## src/rtl/npu_cmd_pkg.sv

```systemverilog
// Shared types for the NPU command path.
// Dispatcher FSM encoding and the job descriptor.
package npu_cmd_pkg;

    typedef enum logic [1:0] {
        IDLE      = 2'd0,
        ISSUE     = 2'd1,
        WAIT_DONE = 2'd2,
        RESPOND   = 2'd3
    } disp_state_t;

    typedef struct packed {
        logic [31:0] in_ptr;
        logic [31:0] out_ptr;
        logic [31:0] size;
    } job_desc_t;

    localparam int MAX_SIZE_DEFAULT = 256;
    localparam int JOB_W = $bits(job_desc_t);

endpackage

```

## src/rtl/cmd_fifo.sv

```systemverilog
// Synchronous descriptor FIFO, power-of-two depth.
// Head is read combinationally; push and pop may share an edge.
module cmd_fifo #(
    parameter int DEPTH = 4,
    parameter int WIDTH = 96
) (
    input  logic                     clk,
    input  logic                     rst_n,
    input  logic                     push,
    input  logic [WIDTH-1:0]         wr_data,
    input  logic                     pop,
    output logic [WIDTH-1:0]         rd_data,
    output logic                     full,
    output logic                     empty,
    output logic [$clog2(DEPTH):0]   count
);

    localparam int AW = $clog2(DEPTH);
    localparam logic [AW-1:0] PTR_ONE = AW'(1);
    localparam logic [AW:0]   CNT_ONE = (AW + 1)'(1);
    localparam logic [AW:0]   CNT_MAX = (AW + 1)'(DEPTH);

    logic [WIDTH-1:0] mem [DEPTH];
    logic [AW-1:0]    wr_ptr;
    logic [AW-1:0]    rd_ptr;
    logic             do_push;
    logic             do_pop;

    assign full    = (count == CNT_MAX);
    assign empty   = (count == '0);
    assign do_push = push && !full;
    assign do_pop  = pop && !empty;
    assign rd_data = mem[rd_ptr];

    // Pointer and occupancy bookkeeping.
    always_ff @(posedge clk or negedge rst_n) begin
        if (!rst_n) begin
            wr_ptr <= '0;
            rd_ptr <= '0;
            count  <= '0;
        end else begin
            if (do_push) wr_ptr <= wr_ptr + PTR_ONE;
            if (do_pop)  rd_ptr <= rd_ptr + PTR_ONE;
            unique case ({do_push, do_pop})
                2'b10:   count <= count + CNT_ONE;
                2'b01:   count <= count - CNT_ONE;
                default: count <= count;
            endcase
        end
    end

    // Storage array; contents are don't-care until written.
    always_ff @(posedge clk) begin
        if (do_push) mem[wr_ptr] <= wr_data;
    end

endmodule

```

## src/rtl/softmax_dispatcher.sv

```systemverilog
// Queues softmax jobs and sequences them through the unit.
// Head job stays queued until its response is taken.
module softmax_dispatcher
    import npu_cmd_pkg::*;
#(
    parameter int FIFO_DEPTH     = 4,
    parameter int TIMEOUT_CYCLES = 4096,
    parameter int MAX_SIZE       = MAX_SIZE_DEFAULT
) (
    input  logic        clk,
    input  logic        rst_n,
    input  logic        job_valid,
    output logic        job_ready,
    input  logic [31:0] job_in_ptr,
    input  logic [31:0] job_out_ptr,
    input  logic [31:0] job_size,
    output logic        unit_start,
    output logic [31:0] unit_input_ptr,
    output logic [31:0] unit_output_ptr,
    output logic [31:0] unit_size,
    input  logic        unit_ready,
    input  logic        unit_done,
    input  logic [31:0] unit_result,
    output logic        rsp_valid,
    input  logic        rsp_ready,
    output logic [31:0] rsp_result,
    output logic        rsp_timeout,
    output logic        rsp_error,
    output logic        busy
);

    localparam int CW = $clog2(TIMEOUT_CYCLES);
    localparam logic [CW-1:0] CNT_ONE  = CW'(1);
    localparam logic [CW-1:0] CNT_TERM = CW'(TIMEOUT_CYCLES - 2);

    disp_state_t state, state_n;
    job_desc_t   job_d;
    job_desc_t   head;
    logic        fifo_full;
    logic        fifo_empty;
    logic        fifo_pop;
    logic [$clog2(FIFO_DEPTH):0] fifo_count;
    logic [CW-1:0] cnt;
    logic        size_ok;
    logic        term;

    assign job_d = '{in_ptr: job_in_ptr, out_ptr: job_out_ptr, size: job_size};

    cmd_fifo #(
        .DEPTH (FIFO_DEPTH),
        .WIDTH (JOB_W)
    ) u_fifo (
        .clk     (clk),
        .rst_n   (rst_n),
        .push    (job_valid),
        .wr_data (job_d),
        .pop     (fifo_pop),
        .rd_data (head),
        .full    (fifo_full),
        .empty   (fifo_empty),
        .count   (fifo_count)
    );

    assign size_ok    = (head.size != '0) && (head.size <= 32'(MAX_SIZE));
    assign term       = (cnt == CNT_TERM);
    assign job_ready  = !fifo_full;
    assign unit_start = (state == ISSUE);
    assign rsp_valid  = (state == RESPOND);
    assign fifo_pop   = (state == RESPOND) && rsp_ready;
    assign busy       = (state != IDLE) || (fifo_count != '0);

    // State register.
    always_ff @(posedge clk or negedge rst_n) begin
        if (!rst_n) state <= IDLE;
        else        state <= state_n;
    end

    // Next-state logic.
    always_comb begin
        state_n = state;
        unique case (state)
            IDLE: begin
                if (!fifo_empty) begin
                    if (!size_ok)        state_n = RESPOND;
                    else if (unit_ready) state_n = ISSUE;
                end
            end
            ISSUE:     state_n = WAIT_DONE;
            WAIT_DONE: if (unit_done || term) state_n = RESPOND;
            RESPOND:   if (rsp_ready) state_n = IDLE;
            default:   state_n = IDLE;
        endcase
    end

    // Descriptor, timeout counter and response payload.
    always_ff @(posedge clk or negedge rst_n) begin
        if (!rst_n) begin
            cnt             <= '0;
            unit_input_ptr  <= '0;
            unit_output_ptr <= '0;
            unit_size       <= '0;
            rsp_result      <= '0;
            rsp_timeout     <= 1'b0;
            rsp_error       <= 1'b0;
        end else begin
            unique case (state)
                IDLE: begin
                    if (!fifo_empty && !size_ok) begin
                        rsp_result  <= '0;
                        rsp_timeout <= 1'b0;
                        rsp_error   <= 1'b1;
                    end else if (!fifo_empty && unit_ready) begin
                        unit_input_ptr  <= head.in_ptr;
                        unit_output_ptr <= head.out_ptr;
                        unit_size       <= head.size;
                        rsp_timeout     <= 1'b0;
                        rsp_error       <= 1'b0;
                    end
                end
                ISSUE: cnt <= '0;
                WAIT_DONE: begin
                    if (unit_done) begin
                        rsp_result  <= unit_result;
                        rsp_timeout <= 1'b0;
                        rsp_error   <= 1'b0;
                    end else begin
                        cnt <= cnt + CNT_ONE;
                        if (term) begin
                            rsp_result  <= '0;
                            rsp_timeout <= 1'b1;
                            rsp_error   <= 1'b0;
                        end
                    end
                end
                default: ;
            endcase
        end
    end

endmodule

```

## config.mk

```make
export PLATFORM = sky130hd
export DESIGN_NAME = softmax_dispatcher
export DESIGN_NICKNAME = d
export VERILOG_FILES = /design/src/rtl/npu_cmd_pkg.sv /design/src/rtl/cmd_fifo.sv /design/src/rtl/softmax_dispatcher.sv
export SDC_FILE = /design/constraint.sdc
export NUM_CORES = 1
export LEC_CHECK = 0
export ABC_AREA = 1
export BUFFER_PORTS_ARGS = -buffer_cell sky130_fd_sc_hd__buf_4
export CAP_MARGIN = 40
export CORE_MARGIN = 2
export CORE_UTILIZATION = 55
export CTS_CLUSTER_SIZE = 20
export DETAILED_ROUTE_END_ITERATION = 16
export GPL_TIMING_DRIVEN = 0
export PLACE_DENSITY = 0.76
export SYNTH_ARGS = -nofsm -noshare
export SYNTH_HDL_FRONTEND = slang
export SYNTH_SLANG_ARGS = --single-unit
```

## constraint.sdc

```tcl
create_clock -name clk -period 10.2 [get_ports clk]
set_clock_uncertainty 0.1 [all_clocks]
set_input_delay 3.06 -clock clk [delete_from_list [all_inputs] [get_ports clk]]
set_output_delay 3.06 -clock clk [all_outputs]
set_load 0.03 [all_outputs]
```

==> impl_summary.md <==
Outcome
The run finished with clean final reports.

Yosys
The count of different cell masters after synthesis is 31. Averaged over all synthesized cells, the footprint is 11.6 um^2. The cell count after synthesis is 1819. When the netlist entered floorplanning its net count stood at 1966. The proportion of synthesized chip area in sequential cells is 72.4%.

After synthesis the netlist holds a flip-flop and latch count of 535. The warning count from the yosys run is 0. The cell area that synthesis handed to floorplanning was 0.0211 mm^2.

Power and ir drop
For this design the ratio of total power to cell area is 314 mW/mm^2. For this design the total switching power over the nets is 3.18 mW. Combinational logic burns 38.8% of the power. The portion of total power attributed to the clock network is 22.4%. The cell-internal power is 4.95 mW. Of the total power, the share spent switching nets is 39.1%. In this run, flip-flops and latches consume 38.8% of the power. The design draws 8.13 mW. The leakage power summed over all cells is 10.9 nW. IR analysis of the VDD net gives a maximum drop of 187 uV.

Clocking
CTS built an H-tree with a depth of 2. TritonCTS built the clock tree. Gates resized during post-CTS repair numbered 0.

The post-CTS clock slew at the launch and capture registers of the worst setup and hold paths is 0.06 ns. In this run, CTS created clock tree buffers numbering 52. In this run the deepest clock path goes through 3 buffers. The total clock sinks is 535. Buffers added to address setup during post-CTS repair amount to 0. The master cell of the clock root buffer is sky130_fd_sc_hd__clkbuf_16. The post-cts hold buffer count is 0. Clock latency on the worst-skew pair, taken at its later pin, is 0.60 ns.

Global routing
The pin count of the biggest net entering global routing is 85. The wire length of the first global-routing pass is 78600 um. The global routing usage summed across all routing layers is 26.0%. For this run the aggregate overflow at the end of global routing stands at 0. The initial antenna violation count is 4. The via count of the first global-routing pass came to 14483.

Floorplan
The die area is 0.0400 mm^2. The initial utilization of the core area, before any placement, comes to 56.0%. The floorplan step defined a core boundary enclosing 0.0378 mm^2.

In this run the core area contains 71 standard-cell rows. The x dimension of the die is 200 um. The number of I/O pins is 268. The height of the die is 200 um.

Worst setup path
The setup check on the worst reg-to-reg path leaves a slack of 7.06 ns. The critical path is of the reg -> out type. The library cell appearing most often on the critical path is sky130_fd_sc_hd__inv_1. The number of buffers and inverters on the critical path is 4. The worst setup path is launched from a flip-flop. The maximum net fanout on the critical path is 5. Traced cell by cell, the critical path runs through inv_1 > ha_1 > inv_1 > nor2_1 > inv_1 > buf_4. STA puts the critical path data arrival time at 1.87 ns. The sort of element at the end of the critical path is an output pin. For the worst flop-to-flop path, the logic depth is 14. The required time of the worst setup path is 7.04 ns.

In this run the critical register-to-register path is launched from u_fifo.rd_ptr[1]. The slowest stage cell on the critical path is sky130_fd_sc_hd__dfrtp_1. The capture point of the worst reg-to-reg path is unit_input_ptr[1]. The most critical setup path has its startpoint at state[0]. On the worst path, the slowest cell contributes a delay of 0.41 ns. The cell type group with the largest total delay on the critical path is buffers and inverters.

Drt
The number of nets still failing antenna checks after routing is 0. The number of DRC violations after detailed routing is 0. The routed length per instance is 19.0 um.

The detailed-router iteration count before antenna repair is 7. Using the TritonRoute via totals, the vias-per-cell ratio works out to 5.49. For this block, the routed nets add up to 51600 um of wire. The routed layout has 14922 vias. For this block, the initial DRC count from the detailed router was 1123.

Worst hold path
For hold timing, the worst endpoint is rsp_result[21]. The worst hold path begins at rsp_result[21]. The worst hold path was traced through 2 stages. The classification of the worst-slack hold path is reg -> reg.

Placement
The port buffer count is 267. The last weighted congestion value of the routability-driven placer is 0.835. The post-place instance area is 0.0242 mm^2. The placed wire-length estimate is 34400 um.

The cell count after placement is 2616. Timing analysis after detailed placement gives a worst setup slack of 5.13 ns.

Layout
Summing all non-filler instances in the final layout gives an area of 0.0259 mm^2. The filler-free cell count of the finished design is 2716. The area growth from synthesis to layout is 22.4%. Summing all multi-input logic gate instances after layout gives 0.00487 mm^2.

The final cell utilization of the core is 68.6%. The number of fill cells is 2633. The area taken by flip-flops and latches is 0.0153 mm^2. The final net count is 2306. Cells with a size suffix above 1 make up 19.1% of the layout.

Timing
The transition time of the tightest slew-check pin is 0.711 ns. The final hold violation count is 0. The number of pins with negative max-slew slack in the final report came to 0. The post-route setup TNS is 0 ns. Setup repair after global routing left no endpoint under its margin. The least setup slack across all paths after layout is 5.17 ns. In this run the tightest slew margin relative to its limit is 52.6%.

The final cycle utilization of the critical path is 49.3%. The final critical path time including I/O delays and setup is 5.03 ns. The minimum hold slack is 0.370 ns. The total setup violations reported at the end of the flow is 0.

The highest attainable clock frequency is 0.199 GHz.

Job
The number of maximum-capacitance constraint violations is 0.
-- placed cells by master (no fill, tap or decap), drive strengths merged --
cell type / count
o41ai: 1
nand3: 104
bufinv: 1
o21ai: 145
a21oi: 6
clkinv: 16
o22ai: 69
inv: 115
a31oi: 2
dfrtp: 151
nand3b: 1
ha: 12
nand4: 74
xnor2: 3
nor2: 212
buf: 336
o211ai: 1
diode: 3
nor3: 2
clkinvlp: 3
nand2: 421
a22oi: 2
fa: 1
edfxtp: 384
a32o: 1
clkbuf: 137
xor2: 2
-- worst max-delay path by stage --
stage                   endpoint  slack, ns  cells past startpoint
6_report                    busy       5.17                      6
5_1_grt                     busy       5.01                      6
4_1_cts                     busy       5.13                      6
3_5_place_dp   u_fifo.mem[2][55]       5.13                      6
3_3_place_gp   u_fifo.mem[3][64]      -1.03                      3
2_1_floorplan   u_fifo.mem[0][0]       2.29                      2
-- flip-flops by register name, indices dropped and copies added (netlist names), 2 cells and up --
name,cells
u_fifo.wr_ptr,2
unit_output_ptr,32
u_fifo.mem,384
rsp_result,32
cnt,12
state,2
unit_size,32
unit_input_ptr,32
u_fifo.rd_ptr,2
u_fifo.count,3
-- kinds of logic after synthesis --
group / after synthesis / synth area share, %
compound gates: 227 / 5.87
xor+xnor: 5 / 0.207
fa+ha+maj: 13 / 0.805
buf+inv: 225 / 4.67
flops: 535 / 72.4
simple gates: 814 / 16.0
-- layout make-up --
type,count,share of cell area [%]
antenna,3,0.0290
buffer,111,2.16
clock buffer,76,5.72
clock inverter,21,0.566
inverter,114,1.65
multi-input combinational,1059,18.8
sequential,535,59.1
tap,511,2.47
timing repair buffer,286,9.42
-- worst register-to-register path, stage by stage (launching register included) --
cell                       delay, ns
sky130_fd_sc_hd__dfrtp_1        0.31
sky130_fd_sc_hd__buf_2          0.22
sky130_fd_sc_hd__clkbuf_1       0.50
sky130_fd_sc_hd__nand3_1        0.16
sky130_fd_sc_hd__nand2_1        0.10
sky130_fd_sc_hd__nand2_1        0.09
sky130_fd_sc_hd__nor2_1         0.20
sky130_fd_sc_hd__nand2_1        0.09
sky130_fd_sc_hd__o21ai_1        0.25
sky130_fd_sc_hd__nand2_1        0.16
sky130_fd_sc_hd__nand2_2        0.11
sky130_fd_sc_hd__buf_4          0.25
sky130_fd_sc_hd__buf_2          0.26
sky130_fd_sc_hd__nand4_1        0.14
sky130_fd_sc_hd__nand2_1        0.11
-- layer usage --
| metal | global-route usage [%] | share of wire [%] |
|---|---|---|
| met5 | 0 | 0.058 |
| met4 | 9.85 | 3.3 |
| met3 | 6.18 | 8.9 |
| met2 | 43.5 | 49 |
| met1 | 33.0 | 39 |
-- power groups by stage --
stage / Sequential, mW / Combinational (mW) / Clock, mW
finish: 3.15 / 3.15 / 1.82
global route: 3.20 / 3.45 / 1.93
CTS: 3.15 / 3.16 / 1.84
detailed placement: 3.19 / 3.14 / 0
global placement: 3.27 / 2.95 / 0
floorplan: 3.67 / 1.42 / 0
-- synth_stat cells --
master	n	area (um^2)
sky130_fd_sc_hd__clkinv_1	1	3.75
sky130_fd_sc_hd__nand2_2	3	18.8
sky130_fd_sc_hd__buf_4	3	22.5
sky130_fd_sc_hd__inv_2	6	22.5
sky130_fd_sc_hd__buf_2	33	165
sky130_fd_sc_hd__nand3_2	1	10.0
sky130_fd_sc_hd__a21oi_1	6	30.0
sky130_fd_sc_hd__a22oi_1	2	15.0
sky130_fd_sc_hd__nand3_1	103	515
sky130_fd_sc_hd__a32o_1	1	10.0
sky130_fd_sc_hd__fa_1	1	20.0
sky130_fd_sc_hd__ha_1	12	150
sky130_fd_sc_hd__o211ai_1	1	7.51
sky130_fd_sc_hd__buf_1	2	7.51
sky130_fd_sc_hd__nor3_1	2	10.0
sky130_fd_sc_hd__inv_1	107	402
sky130_fd_sc_hd__nor2_1	212	796
sky130_fd_sc_hd__o21ai_0	144	721
sky130_fd_sc_hd__nand4_1	74	463
sky130_fd_sc_hd__o21ai_1	1	5.00
sky130_fd_sc_hd__edfxtp_1	384	11500
sky130_fd_sc_hd__clkbuf_1	61	229
sky130_fd_sc_hd__o41ai_1	1	8.76
sky130_fd_sc_hd__a31oi_1	2	12.5
sky130_fd_sc_hd__nand3b_1	1	7.51
sky130_fd_sc_hd__nand2_1	418	1570
sky130_fd_sc_hd__xnor2_1	3	26.3
sky130_fd_sc_hd__o22ai_1	69	432
sky130_fd_sc_hd__dfrtp_1	151	3780
sky130_fd_sc_hd__xor2_1	2	17.5
sky130_fd_sc_hd__buf_6	12	135
Note: power is estimated with default switching activity, not from simulation.
